### src/rtl/user_io_spi_master_if.sv
// Host-side bundle for user_io_spi_master: start/cmd/len request,
// tx_req/tx_data payload pull, rx_valid/rx_data/rx_idx return, busy/done.
interface user_io_spi_master_if;
  logic       start;
  logic [7:0] cmd;
  logic [9:0] len;
  logic       tx_req;
  logic [7:0] tx_data;
  logic       rx_valid;
  logic [7:0] rx_data;
  logic [9:0] rx_idx;
  logic       busy;
  logic       done;

  modport master (
    output start, cmd, len, tx_data,
    input  tx_req, rx_valid, rx_data, rx_idx,
    input  busy, done
  );

  modport slave (
    input  start, cmd, len, tx_data,
    output tx_req, rx_valid, rx_data, rx_idx,
    output busy, done
  );
endinterface

### src/rtl/user_io_spi_master.sv
// Mode-0 SPI master issuing one user_io command (cmd + len payload bytes).
// Ports: clk_sys, reset_n, bus (host bundle), SPI_SS_IO/CLK/MOSI/MISO pins.
module user_io_spi_master #(
  parameter int unsigned CLK_DIV = 4
) (
  input  logic clk_sys,
  input  logic reset_n,
  user_io_spi_master_if.slave bus,
  output logic SPI_SS_IO,
  output logic SPI_CLK,
  output logic SPI_MOSI,
  input  logic SPI_MISO
);

  typedef enum logic [2:0] {
    S_IDLE,
    S_SETUP,
    S_LOW,
    S_HIGH,
    S_TAIL,
    S_GAP
  } state_t;

  localparam logic [8:0] LP_HALF = 9'(CLK_DIV - 1);
  localparam logic [8:0] LP_GAP  = 9'(2 * CLK_DIV - 1);

  state_t     r_state, w_state;
  logic [8:0] r_cnt,   w_cnt;
  logic [2:0] r_bit,   w_bit;
  logic [9:0] r_byte,  w_byte;
  logic [9:0] r_len,   w_len;
  logic [7:0] r_sh,    w_sh;
  logic [7:0] r_rsh,   w_rsh;
  logic [7:0] r_hold,  w_hold;
  logic       r_txd,   w_txd;
  logic       r_ss,    w_ss;
  logic       r_sclk,  w_sclk;
  logic       r_mosi,  w_mosi;
  logic       r_busy,  w_busy;
  logic       r_done,  w_done;
  logic       r_txreq, w_txreq;
  logic       r_rxv,   w_rxv;
  logic [7:0] r_rxd,   w_rxd;
  logic [9:0] r_rxi,   w_rxi;

  logic [8:0] w_lim;
  logic       w_hit;
  logic [7:0] w_nxt;
  logic [7:0] w_rbyte;

  assign w_lim   = (r_state == S_GAP) ? LP_GAP : LP_HALF;
  assign w_hit   = (r_cnt == w_lim);
  // tx_data may land on the same edge as the byte boundary
  assign w_nxt   = r_txd ? bus.tx_data : r_hold;
  assign w_rbyte = {r_rsh[6:0], SPI_MISO};

  always_ff @(posedge clk_sys or negedge reset_n) begin
    if (!reset_n) begin
      r_state <= S_IDLE;
      r_cnt   <= '0;
      r_bit   <= '0;
      r_byte  <= '0;
      r_len   <= '0;
      r_sh    <= '0;
      r_rsh   <= '0;
      r_hold  <= '0;
      r_txd   <= 1'b0;
      r_ss    <= 1'b1;
      r_sclk  <= 1'b0;
      r_mosi  <= 1'b0;
      r_busy  <= 1'b0;
      r_done  <= 1'b0;
      r_txreq <= 1'b0;
      r_rxv   <= 1'b0;
      r_rxd   <= '0;
      r_rxi   <= '0;
    end else begin
      r_state <= w_state;
      r_cnt   <= w_cnt;
      r_bit   <= w_bit;
      r_byte  <= w_byte;
      r_len   <= w_len;
      r_sh    <= w_sh;
      r_rsh   <= w_rsh;
      r_hold  <= w_hold;
      r_txd   <= w_txd;
      r_ss    <= w_ss;
      r_sclk  <= w_sclk;
      r_mosi  <= w_mosi;
      r_busy  <= w_busy;
      r_done  <= w_done;
      r_txreq <= w_txreq;
      r_rxv   <= w_rxv;
      r_rxd   <= w_rxd;
      r_rxi   <= w_rxi;
    end
  end

  always_comb begin
    w_state = r_state;
    w_cnt   = w_hit ? 9'd0 : r_cnt + 9'd1;
    w_bit   = r_bit;
    w_byte  = r_byte;
    w_len   = r_len;
    w_sh    = r_sh;
    w_rsh   = r_rsh;
    w_hold  = w_nxt;
    w_txd   = r_txreq;
    w_ss    = r_ss;
    w_sclk  = r_sclk;
    w_mosi  = r_mosi;
    w_busy  = r_busy;
    w_done  = 1'b0;
    w_txreq = 1'b0;
    w_rxv   = 1'b0;
    w_rxd   = r_rxd;
    w_rxi   = r_rxi;
    unique case (r_state)
      S_IDLE: begin
        w_cnt = '0;
        // done cycle still blocks a new start
        if (bus.start && !r_busy && !r_done) begin
          w_len   = bus.len;
          w_sh    = bus.cmd;
          w_mosi  = bus.cmd[7];
          w_ss    = 1'b0;
          w_busy  = 1'b1;
          w_bit   = '0;
          w_byte  = '0;
          w_state = S_SETUP;
        end
      end
      S_SETUP, S_LOW: begin
        if (w_hit) begin
          w_sclk  = 1'b1;
          w_rsh   = w_rbyte;
          w_state = S_HIGH;
          if (r_bit == 3'd7) begin
            w_rxv = 1'b1;
            w_rxd = w_rbyte;
            w_rxi = r_byte;
            if (r_byte != r_len) w_txreq = 1'b1;
          end
        end
      end
      S_HIGH: begin
        if (w_hit) begin
          w_sclk = 1'b0;
          w_bit  = r_bit + 3'd1;
          if (r_bit != 3'd7) begin
            w_sh    = {r_sh[6:0], 1'b0};
            w_mosi  = r_sh[6];
            w_state = S_LOW;
          end else if (r_byte != r_len) begin
            w_sh    = w_nxt;
            w_mosi  = w_nxt[7];
            w_byte  = r_byte + 10'd1;
            w_state = S_LOW;
          end else begin
            w_state = S_TAIL;
          end
        end
      end
      S_TAIL: begin
        if (w_hit) begin
          w_ss    = 1'b1;
          w_mosi  = 1'b0;
          w_state = S_GAP;
        end
      end
      S_GAP: begin
        if (w_hit) begin
          w_done  = 1'b1;
          w_busy  = 1'b0;
          w_state = S_IDLE;
        end
      end
      default: w_state = S_IDLE;
    endcase
  end

  assign SPI_SS_IO    = r_ss;
  assign SPI_CLK      = r_sclk;
  assign SPI_MOSI     = r_mosi;
  assign bus.busy     = r_busy;
  assign bus.done     = r_done;
  assign bus.tx_req   = r_txreq;
  assign bus.rx_valid = r_rxv;
  assign bus.rx_data  = r_rxd;
  assign bus.rx_idx   = r_rxi;

endmodule

### src/flat_wrapper.sv
// flat-port wrapper written by rule: the top's interface ports become plain ports
module user_io_spi_master_flat 
#(
  parameter int unsigned CLK_DIV = 4
)
  (clk_sys, reset_n, SPI_SS_IO, SPI_CLK, SPI_MOSI, SPI_MISO, bus_start, bus_cmd, bus_len, bus_tx_data, bus_tx_req, bus_rx_valid, bus_rx_data, bus_rx_idx, bus_busy, bus_done);
  user_io_spi_master_if bus_i ();
  input  logic clk_sys;
  input  logic reset_n;
  output logic SPI_SS_IO;
  output logic SPI_CLK;
  output logic SPI_MOSI;
  input  logic SPI_MISO;
  input wire logic [$bits(bus_i.start)-1:0] bus_start;
  input wire logic [$bits(bus_i.cmd)-1:0] bus_cmd;
  input wire logic [$bits(bus_i.len)-1:0] bus_len;
  input wire logic [$bits(bus_i.tx_data)-1:0] bus_tx_data;
  output wire logic [$bits(bus_i.tx_req)-1:0] bus_tx_req;
  output wire logic [$bits(bus_i.rx_valid)-1:0] bus_rx_valid;
  output wire logic [$bits(bus_i.rx_data)-1:0] bus_rx_data;
  output wire logic [$bits(bus_i.rx_idx)-1:0] bus_rx_idx;
  output wire logic [$bits(bus_i.busy)-1:0] bus_busy;
  output wire logic [$bits(bus_i.done)-1:0] bus_done;
  assign bus_i.start = bus_start;
  assign bus_i.cmd = bus_cmd;
  assign bus_i.len = bus_len;
  assign bus_i.tx_data = bus_tx_data;
  assign bus_tx_req = bus_i.tx_req;
  assign bus_rx_valid = bus_i.rx_valid;
  assign bus_rx_data = bus_i.rx_data;
  assign bus_rx_idx = bus_i.rx_idx;
  assign bus_busy = bus_i.busy;
  assign bus_done = bus_i.done;
  user_io_spi_master #(.CLK_DIV(CLK_DIV)) u_core (.clk_sys(clk_sys), .reset_n(reset_n), .bus(bus_i), .SPI_SS_IO(SPI_SS_IO), .SPI_CLK(SPI_CLK), .SPI_MOSI(SPI_MOSI), .SPI_MISO(SPI_MISO));
endmodule
### config.mk
export PLATFORM = sky130hd
export DESIGN_NAME = user_io_spi_master_flat
export DESIGN_NICKNAME = d
export VERILOG_FILES = /design/src/rtl/user_io_spi_master_if.sv /design/src/rtl/user_io_spi_master.sv /design/src/flat_wrapper.sv
export SDC_FILE = /design/constraint.sdc
export NUM_CORES = 1
export LEC_CHECK = 0
export ABC_AREA = 0
export BUFFER_PORTS_ARGS = -buffer_cell sky130_fd_sc_hd__buf_4
export CAP_MARGIN = 20
export CORE_MARGIN = 2
export CORE_UTILIZATION = 40
export DETAILED_ROUTE_END_ITERATION = 8
export PLACE_DENSITY = 0.58
export SLEW_MARGIN = 20
export SYNTH_ARGS = -nofsm -noshare
export SYNTH_HDL_FRONTEND = slang
export SYNTH_SLANG_ARGS = --single-unit
### constraint.sdc
create_clock -name clk_sys -period 2.8 [get_ports clk_sys]
set_input_delay 0.56 -clock clk_sys [delete_from_list [all_inputs] [get_ports clk_sys]]
set_output_delay 0.56 -clock clk_sys [all_outputs]
set_load 0.1 [all_outputs]
==> run metrics <==
status=finished clean; Worst path max stage delay=between 500 and 600 ps; initial cell density of the core=41.4%; die area=roughly 10000 um2; Max Clock Freq=401 MHz; Setup Fix Bufs, Post-CTS=0; final antenna-violating net count=0; Num CTS Buffers=9; CTS tree=yes; 1st-pass router iterations=4; Worst Path Arrival=roughly 2700 ps; number of I/O pins=55; antenna violations before repair=0; flops & latches, synth=a little over 80; area of the mapped netlist=approximately 3800 um2; crit-path max FO=7; Slew Limit Fails=0; Root Driver=clkbuf_8; setup TNS=0 ps; Die Wd=between 100 and 150 um; crit share post-route=89.0%; CORE AREA=9280 um2; CTS sink count=between 80 and 90; total grt overflow=0; row count=35; post-route cell area=4600 um2; Skew-Pair Late Insertion Delay=350 ps; final hold violation count=0; post-cts resize count=0; Slew @ Worst Pin=between 700 and 800 ps; Avg WL per Cell=14.5 um; Ys Warns=0; Synth Instances=approximately 340; hpwl dp=5.31 mm; Reg clk slew, reported paths=about 80 ps; Longest Clk Path Bufs=2; number of global-route vias before repair=2560; Slowest cell on crit path=or4b_4; Critical Path Start Type=flop; Fin Clk Skew=10.2 ps; Cell Pwr Density=around 470 nW/um2; slew margin rel.=between 50 and 60%; WL met1=about 3.6 mm; n_diodes=0; Final min period=roughly 2500 ps; most frequently used flop master after synthesis=dfrtp_1; Critical Path End Type=flop; leak pwr=roughly 2.3 nW; GP Congestion=roughly 0.8; sequential-to-total area share from yosys stat=54.1%; Worst Setup SP=u_core.r_cnt[0]; number of synthesized flops with an enable pin=0; largest net degree at the start of global routing=52; Die Height=a little over 100 um; maxcap violations=0; Post-Syn Nets=between 300 and 400; unrepaired setup endpoints after global routing=no; routed wl met3=345 um; Setup Crit Path Kind=flop to flop; Total GRT Usage=approximately 16%; Final Power=0.00214 W; Highest Signal Layer=met4; CP required=around 3000 ps; worst vdd ir=276 uV; Post-synth ARST share=between 90% and 100%; Critical R2R Launch=u_core.r_cnt[0]; Cell variety after synth=45; H-tree lvl count=3; Synth Area per Inst=between 10 and 15 um2; Hold Buf Count CTS=0; met2 routed WL=3.65 mm; vias=about 2.7k; number of I/O port buffers=54; dpl cell area=4410 um2; Final Setup Violations=0; HP Class=input port to asynchronous set/reset pin; Cell Chain, Critical Path=ha_1 > or4b_4 > nor4_4 > nor2_1 > a31o_1 > mux2_4; first-pass GRT wire length=~13 mm; Layout area overhead=19.7%; share of layout cells above drive strength 1=between 30 and 40%; routed vias/inst=5.01; NumNets Final=between 400 and 500; DRC violations left=0; Routed Wire Length=7.67 mm; DR iter-0 viols=71
-- cell usage after synthesis (all sizes together) (2+ instances only) --
library cell / n / area, um2
nor4: 4 / 55.1
ha: 4 / 50.1
nor3: 4 / 20.0
nand2: 59 / 221
nand4b: 2 / 17.5
nor2: 19 / 71.3
a21o: 2 / 15.0
mux2i: 11 / 110
nand4: 5 / 31.3
and3: 5 / 31.3
o21ai: 12 / 60.1
a21oi: 6 / 30.0
nand3: 12 / 60.1
dfrtp: 82 / 2050
nor2b: 2 / 12.5
a31oi: 3 / 18.8
inv: 5 / 18.8
and2: 2 / 12.5
buf: 4 / 30.0
clkbuf: 11 / 41.3
nand3b: 2 / 15.0
or3: 3 / 18.8
xnor2: 14 / 123
or4b: 2 / 23.8
xor2: 6 / 52.6
mux2: 42 / 499
-- sequential cells by signal, indices dropped and copies added, names as in the netlist --
| name | flops |
|---|---|
| u_core.SPI_MOSI | 1 |
| u_core.r_len | 10 |
| u_core.bus.rx_valid | 1 |
| u_core.r_hold | 8 |
| u_core.r_rsh | 7 |
| u_core.bus.tx_req | 1 |
| u_core.bus.rx_idx | 10 |
| u_core.r_byte | 10 |
| u_core.SPI_SS_IO | 1 |
| u_core.r_bit | 3 |
| u_core.r_txd | 1 |
| u_core.bus.done | 1 |
| u_core.bus.rx_data | 8 |
| u_core.r_sh | 7 |
| u_core.SPI_CLK | 1 |
| u_core.r_cnt | 9 |
| u_core.bus.busy | 1 |
| u_core.r_state | 3 |
-- final timing paths --
check,end,slack (ps),cells after the start
hold reg to reg,u_core.r_txd,390,0
setup reg to reg,u_core.r_sh[6],310,6
setup / recovery,u_core.r_sh[6],310,6
hold / removal,u_core.r_hold[3],250,1
max in group asynchronous,u_core.bus.rx_data[0],1930,2
min in group clk_sys,u_core.r_txd,390,0
-- worst max-delay path, delay by kind of cell (launching register included) --
| kind | cells | cell delay (ps) |
|---|---|---|
| muxes | 1 | 350 |
| adders and majority gates | 1 | 250 |
| DFF | 1 | 410 |
| and+or+nand+nor | 3 | 1010 |
| AOI/OAI and AO/OA | 1 | 370 |
-- kinds of logic (layout without fill, tap and decap cells) --
group / Yosys count / count (layout) / share of synthesized area, %
and+or+nand+nor: 124 / 124 / 16.0
DFF: 83 / 83 / 54.1
muxes: 53 / 53 / 15.9
AOI/OAI and AO/OA: 34 / 34 / 5.63
buffers and inverters: 21 / 82 / 2.61
xor gates and xnor gates: 20 / 20 / 4.56
adders and majority gates: 4 / 4 / 1.30
-- final cells by class --
cell class                      count  area [um2]
Inverter                            5        18.8
Timing Repair Buffer               62         478
Clock buffer                       11         141
Sequential cell                    83        2080
Multi-Input combinational cell    235        1670
Clock inverter                      4        51.3
Fill cell                         877        4690
Tap cell                          129         161
-- routing by layer --
layer  global-route usage, %  up-vias
met2                    24.7       52
met1                    21.5     1304
met3                    4.45        7
met5                       0        -
li1                        -     1288
met4                    4.10        0
-- through the flow --
step                hold WS (ps)  util [%]  worst slack, ps  cells
finish                       247      49.5              309    529
global route                 283      49.5              143    529
CTS                          248      49.5              288    529
detailed placement           380      47.5              312    514
global placement             361      47.5              344    514
floorplan                    264         -              508    339
-- placed cells by master (no fill, tap or decap), types with 2 or more instances in the layout --
cell type / count
nor2_1: 19
mux2i_1: 11
nand4b_1: 2
a21oi_1: 6
mux2_4: 7
xor2_1: 6
a21o_1: 2
clkbuf_8: 10
nor2b_1: 2
mux2_2: 35
dfrtp_1: 82
or3_1: 3
a31oi_1: 3
nand4_1: 5
nor3_1: 3
inv_1: 5
o21ai_0: 12
buf_4: 61
nor4_1: 2
nand3b_1: 2
xnor2_1: 14
nand3_1: 12
and3_1: 5
nor4_4: 2
nand2_1: 59
ha_1: 4
and2_1: 2
-- report_power, final --
| group | total [W] | internal, W | switching [W] |
|---|---|---|---|
| Sequential | 0.00121 | 0.00120 | 0.00000508 |
| Combinational | 0.0000803 | 0.0000397 | 0.0000406 |
| Clock | 0.000851 | 0.000432 | 0.000419 |
Note: power is estimated with default switching activity, not from simulation.
